<file path="src/rtl/pixel_seq_pkg.sv">
// pixel_seq_pkg: shared state encoding, code type and
// default phase lengths for the pixel array sequencer.
package pixel_seq_pkg;

  typedef enum logic [2:0] {
    ST_IDLE,
    ST_ERASE,
    ST_EXPOSE,
    ST_CONVERT,
    ST_RD_SETTLE,
    ST_RD_CAPTURE,
    ST_STREAM
  } seq_state_t;

  typedef logic [7:0]  pix_code_t;
  typedef logic [15:0] phase_cnt_t;

  localparam int DEF_H_PIXELS      = 4;
  localparam int DEF_V_PIXELS      = 4;
  localparam int DEF_ERASE_CYCLES  = 5;
  localparam int DEF_EXPOSE_CYCLES = 255;
  localparam int DEF_COUNT_MAX     = 255;

endpackage

</file>
<file path="src/rtl/pixel_ramp_counter.sv">
// pixel_ramp_counter: 8-bit conversion ramp, 0..count_max
// while converting, held at 0 otherwise; never wraps.
module pixel_ramp_counter
  import pixel_seq_pkg::*;
#(
  parameter int count_max = DEF_COUNT_MAX
) (
  input  logic      clk,
  input  logic      reset,
  input  logic      active,
  input  logic      stay,
  output pix_code_t count,
  output logic      done
);

  localparam pix_code_t last_code = pix_code_t'(count_max);

  // Step while the FSM remains in conversion, else clear to 0.
  always_ff @(posedge clk) begin
    if (reset) begin
      count <= '0;
    end else if (!(active && stay)) begin
      count <= '0;
    end else if (count != last_code) begin
      count <= count + 8'd1;
    end
  end

  assign done = active && (count == last_code);

endmodule

</file>
<file path="src/rtl/pixel_sequencer.sv">
// pixel_sequencer: erase/expose/convert/read sequencing for
// the pixel array with a valid/ready pixel stream out.
module pixel_sequencer
  import pixel_seq_pkg::*;
#(
  parameter int horizontal_pixels = DEF_H_PIXELS,
  parameter int vertical_pixels   = DEF_V_PIXELS,
  parameter int erase_cycles      = DEF_ERASE_CYCLES,
  parameter int expose_cycles     = DEF_EXPOSE_CYCLES,
  parameter int count_max         = DEF_COUNT_MAX,
  localparam int col_w =
    (horizontal_pixels > 1) ? $clog2(horizontal_pixels) : 1,
  localparam int row_w =
    (vertical_pixels > 1) ? $clog2(vertical_pixels) : 1
) (
  input  logic                             clk,
  input  logic                             reset,
  input  logic                             start,
  output logic                             erase,
  output logic                             expose,
  output logic                             convert,
  output logic [vertical_pixels-1:0]       read,
  output pix_code_t [0:horizontal_pixels-1] pix_drv,
  output logic                             pix_oe,
  input  pix_code_t [0:horizontal_pixels-1] pix_in,
  output logic                             m_valid,
  input  logic                             m_ready,
  output pix_code_t                        m_data,
  output logic [row_w-1:0]                 m_row,
  output logic [col_w-1:0]                 m_col,
  output logic                             m_last,
  output logic                             busy
);

  localparam logic [row_w-1:0] last_row =
    row_w'(vertical_pixels - 1);
  localparam logic [col_w-1:0] last_col =
    col_w'(horizontal_pixels - 1);
  localparam logic [vertical_pixels-1:0] row_one =
    vertical_pixels'(1);

  seq_state_t state, state_n;
  phase_cnt_t timer, timer_n;
  logic [row_w-1:0] row, row_n;
  logic [col_w-1:0] col, col_n;
  pix_code_t [0:horizontal_pixels-1] row_buf, row_buf_n;
  pix_code_t ramp;
  logic      ramp_done;
  logic      hs;
  logic      rd_n;
  logic      strm_n;

  assign hs     = m_valid && m_ready;
  assign rd_n   = (state_n == ST_RD_SETTLE) ||
                  (state_n == ST_RD_CAPTURE);
  assign strm_n = (state_n == ST_STREAM);

  pixel_ramp_counter #(
    .count_max(count_max)
  ) u_ramp (
    .clk   (clk),
    .reset (reset),
    .active(state == ST_CONVERT),
    .stay  (state_n == ST_CONVERT),
    .count (ramp),
    .done  (ramp_done)
  );

  assign pix_drv = {horizontal_pixels{ramp}};

  // Next-state, phase timer, row/column and row capture.
  always_comb begin
    state_n   = state;
    timer_n   = timer;
    row_n     = row;
    col_n     = col;
    row_buf_n = row_buf;
    unique case (state)
      ST_IDLE: begin
        if (start) begin
          state_n = ST_ERASE;
          timer_n = phase_cnt_t'(erase_cycles - 1);
        end
      end
      ST_ERASE: begin
        timer_n = timer - 1'b1;
        if (timer == '0) begin
          state_n = ST_EXPOSE;
          timer_n = phase_cnt_t'(expose_cycles - 1);
        end
      end
      ST_EXPOSE: begin
        timer_n = timer - 1'b1;
        if (timer == '0) state_n = ST_CONVERT;
      end
      ST_CONVERT: begin
        if (ramp_done) begin
          state_n = ST_RD_SETTLE;
          row_n   = '0;
        end
      end
      ST_RD_SETTLE: state_n = ST_RD_CAPTURE;
      ST_RD_CAPTURE: begin
        state_n   = ST_STREAM;
        col_n     = '0;
        row_buf_n = pix_in;
      end
      ST_STREAM: begin
        if (hs) begin
          if (col != last_col) begin
            col_n = col + 1'b1;
          end else if (row != last_row) begin
            row_n   = row + 1'b1;
            state_n = ST_RD_SETTLE;
          end else if (start) begin
            state_n = ST_ERASE;
            timer_n = phase_cnt_t'(erase_cycles - 1);
          end else begin
            state_n = ST_IDLE;
          end
        end
      end
      default: state_n = ST_IDLE;
    endcase
  end

  // State register and outputs registered from next state.
  always_ff @(posedge clk) begin
    if (reset) begin
      state   <= ST_IDLE;
      timer   <= '0;
      row     <= '0;
      col     <= '0;
      row_buf <= '0;
      busy    <= 1'b0;
      erase   <= 1'b0;
      expose  <= 1'b0;
      convert <= 1'b0;
      pix_oe  <= 1'b0;
      read    <= '0;
      m_valid <= 1'b0;
      m_data  <= '0;
      m_row   <= '0;
      m_col   <= '0;
      m_last  <= 1'b0;
    end else begin
      state   <= state_n;
      timer   <= timer_n;
      row     <= row_n;
      col     <= col_n;
      row_buf <= row_buf_n;
      busy    <= state_n != ST_IDLE;
      erase   <= state_n == ST_ERASE;
      expose  <= state_n == ST_EXPOSE;
      convert <= state_n == ST_CONVERT;
      pix_oe  <= state_n == ST_CONVERT;
      read    <= rd_n ? (row_one << row_n) : '0;
      m_valid <= strm_n;
      m_data  <= strm_n ? row_buf_n[col_n] : '0;
      m_row   <= strm_n ? row_n : '0;
      m_col   <= strm_n ? col_n : '0;
      m_last  <= strm_n && (row_n == last_row) &&
                 (col_n == last_col);
    end
  end

endmodule
</file>
<file path="config.mk">
export PLATFORM = sky130hd
export DESIGN_NAME = pixel_sequencer
export DESIGN_NICKNAME = d
export VERILOG_FILES = /design/src/rtl/pixel_seq_pkg.sv /design/src/rtl/pixel_ramp_counter.sv /design/src/rtl/pixel_sequencer.sv
export SDC_FILE = /design/constraint.sdc
export NUM_CORES = 1
export LEC_CHECK = 0
export CAP_MARGIN = 20
export CORE_ASPECT_RATIO = 0.6
export CORE_UTILIZATION = 35
export CTS_CLUSTER_SIZE = 20
export DETAILED_ROUTE_END_ITERATION = 10
export PLACE_DENSITY_LB_ADDON = 0.12
export SYNTH_ARGS = -nofsm -noshare
export SYNTH_HDL_FRONTEND = slang
export SYNTH_SLANG_ARGS = --single-unit
</file>
<file path="constraint.sdc">
create_clock -name clk -period 1.9 [get_ports clk]
set_input_delay 0.38 -clock clk [delete_from_list [all_inputs] [get_ports clk]]
set_output_delay 0.38 -clock clk [all_outputs]
set_load 0.01 [all_outputs]
</file>
==> reports/results.ini <==
[finish]
fin_nets = 628
multi_input_area_sq_um = 1980
area_delta_synth_final_pct = 42.4
drive_gt1_frac = 0.189
n_fill_cell = 1026
diodes = 0
regArea_sq_um = 1710

[timing]
maxSlewViolCount = 0
finClkSkew_ps = 3.91
rsz0062_at_grt = true
setup_ws_ps = 41.0
hold_viol = 0
fmax_mhz = 538
setup_violations = 0
relSlewSlack = 0.675
fin_crit_ps = 1860
period_share = 0.978
worstMarginPinSlew_ps = 483

[routing]
routed-via-count = 3721
drt_wl_total_microns = 10600
drc = 8
wire_per_inst_microns = 14.5
first_pass_iters = 8
ant_nets = 0
drt_iter0_markers = 249
vias_per_cell = 5.08

[synth]
synth_top_area_cell = dfxtp_1
synth_edf_count = 0
yosysWarningCount = 0
netlist_top_cells_area = dfxtp_1 (43%), nand2_1 (7.3%), a21oi_1 (5.9%)
avgSynthCellArea_sq_um = 8.22
synth_ff_type = dfxtp_1
synth_cells = 478
synth_seq_cells = 85
syn_area_sq_um = 3930
synth_top_cell_area_share = 0.433
yosysMostFrequentCell = dfxtp_1
syn_nets = 517
synthTopCellsByCount = dfxtp_1 (85), nand2_1 (76), nor2_1 (48)
ys_seq_area_frac = 0.433
ys_types = 51
async_flop_share = 0

[clocking]
postCtsHoldBufs = 0
insertion_delay_ps = 330
cts_tree = yes
cts-root-buf = clkbuf_16
cts_buffer_depth = 2
path_clk_slew_ps = 60
cts_buffers = 9
cts_sinks = 85
h-tree-depth = 3

[worst_setup_path]
path_max_fanout = 5
crit_type = flop to flop
rr_endpoint = erase
rr_worst_depth = 9
r2r-start = timer[1]
ff2ff_setup_slack_ps = 40
crit_required_ps = 2150
cp.arrival_ps = 2110
critical_path.startpoint_type = flop
endpoint_kind = flop

[floorplan]
design.core.area_sq_um = 10700
fp-row-count = 29
die_area_sq_um = 11700
die_h_microns = 84.1
die_w_microns = 139
io_pins = 91
start_util = 0.366

[place]
port_buffers = 90
place_congestion = 0.814
preCtsSetupSlack_ps = -316
dpl.hpwl_microns = 7630

[flow_run]
drv_cap = 0

[global_routing]
antenna_found_initial = 0
grt_max_degree = 41
gr-total-overflow = 0
grt.total_usage = 0.189
grt_pass1_wl_microns = 17400
grt_pass1_vias = 3380

[power]
peakVddDrop_mv = 0.602
cellLeakagePower_nw = 1.97
power_w = 0.00646
p_per_area_nw_per_um2 = 1150

[run_status]
outcome = finished with violations
violations = DRC

[worst_hold_path]
holdCritStartpoint = row_buf[6]
holdPathEnd = row_buf[6]
hold_depth = 2
hp-class = flop to flop

critical path, stage by stage, from the launching register on:
cell     delay, ps
dfxtp_1        320
inv_2           60
ha_2           180
nor4b_4        210
nand4_1        220
buf_4          210
nor2_2         100
nor4_2          60
buf_4          170
nor4b_2        250
registers in the layout (all words and copies together) (netlist names), 2 cells and up:
| register | count |
|---|---|
| col | 2 |
| m_col | 2 |
| m_data | 8 |
| m_row | 2 |
| read | 4 |
| row | 2 |
| row_buf | 32 |
| state | 3 |
| timer | 16 |
| u_ramp.count | 8 |
per-stage QoR:
step	setup TNS (ps)	instance area [sq um]	util	hold WS [ps]	instances
2_1_floorplan	-8.87	3930	-	432	478
3_3_place_gp	-6520	5140	0.479	440	710
3_5_place_dp	-7940	5140	0.479	443	710
4_1_cts	0	5470	0.509	451	728
5_1_grt	-176	5590	0.521	470	733
6_report	0	5590	0.521	450	733
worst max-delay path by stage:
stage	start	to	slack [ps]	depth (start not counted)
after floorplan	state[0]	m_last	-9	8
after global placement	m_ready	m_last	-270	6
after detailed placement	m_ready	m_data[2]	-320	6
after CTS	timer[0]	expose	5	8
after global routing	timer[2]	erase	-80	7
final	timer[1]	erase	40	9
cell families (layout without fill, tap and decap cells):
family | count (synthesis) | after routing | share of synthesized area
simple gates | 217 | 218 | 0.281
compound gates | 100 | 100 | 0.161
flops | 85 | 85 | 0.433
buf+inv | 61 | 176 | 0.0889
xor+xnor | 12 | 12 | 0.0268
fa+ha+maj | 3 | 3 | 0.00956
layer usage:
metal  track usage  part of all wire  up-vias  wire length (microns)
li1              -                 -     1868                      -
met1         0.286              0.54     1737                   5710
met2         0.263              0.39      106                   4150
met3        0.0499             0.062       10                    663
met4        0.0434            0.0084        0                     89
met5             0                 0        -                      0
final cells by class:
type	count	share of cell area
tap	139	0.0311
multi-input combinational	333	0.354
clock buffer	12	0.0441
sequential	85	0.305
inverter	7	0.00470
timing repair buffer	153	0.253
clock inverter	4	0.00850
layout by cell type (no fill, tap or decap), drive strengths merged, types with 2 or more instances in the layout:
| cell | instances |
|---|---|
| a21oi | 47 |
| o21ai | 11 |
| xnor2 | 10 |
| o32ai | 9 |
| nand3b | 4 |
| dfxtp | 85 |
| and4 | 2 |
| o21a | 3 |
| or4 | 2 |
| xor2 | 2 |
| clkbuf | 12 |
| nor2 | 48 |
| o211ai | 3 |
| nand4 | 5 |
| or2 | 5 |
| or3 | 5 |
| clkinv | 3 |
| nor2b | 16 |
| a21o | 4 |
| inv | 6 |
| nand2 | 76 |
| nor4 | 18 |
| clkdlybuf4s50 | 89 |
| nor4b | 5 |
| ha | 3 |
| nor3 | 16 |
| a211oi | 16 |
| and3b | 2 |
| buf | 64 |
| a31oi | 2 |
| nand2b | 4 |
| nand3 | 6 |
power by group:
| group | leakage, nW | switching, W | internal [W] |
|---|---|---|---|
| logic | 1.14 | 0.00123 | 0.00136 |
| registers | 0.689 | 0.000161 | 0.00197 |
| clock network | 0.143 | 0.000685 | 0.00105 |
| total | 1.97 | 0.00208 | 0.00438 |
repair_timing:
item	in CTS	in global routing
endpoints found under the setup margin	18	28
buffers inserted	2	4
gates cloned	0	1
hold endpoints to repair	0	0
resized for setup	4	23
pin swaps	4	7
Power figures use the tool's default switching activity.
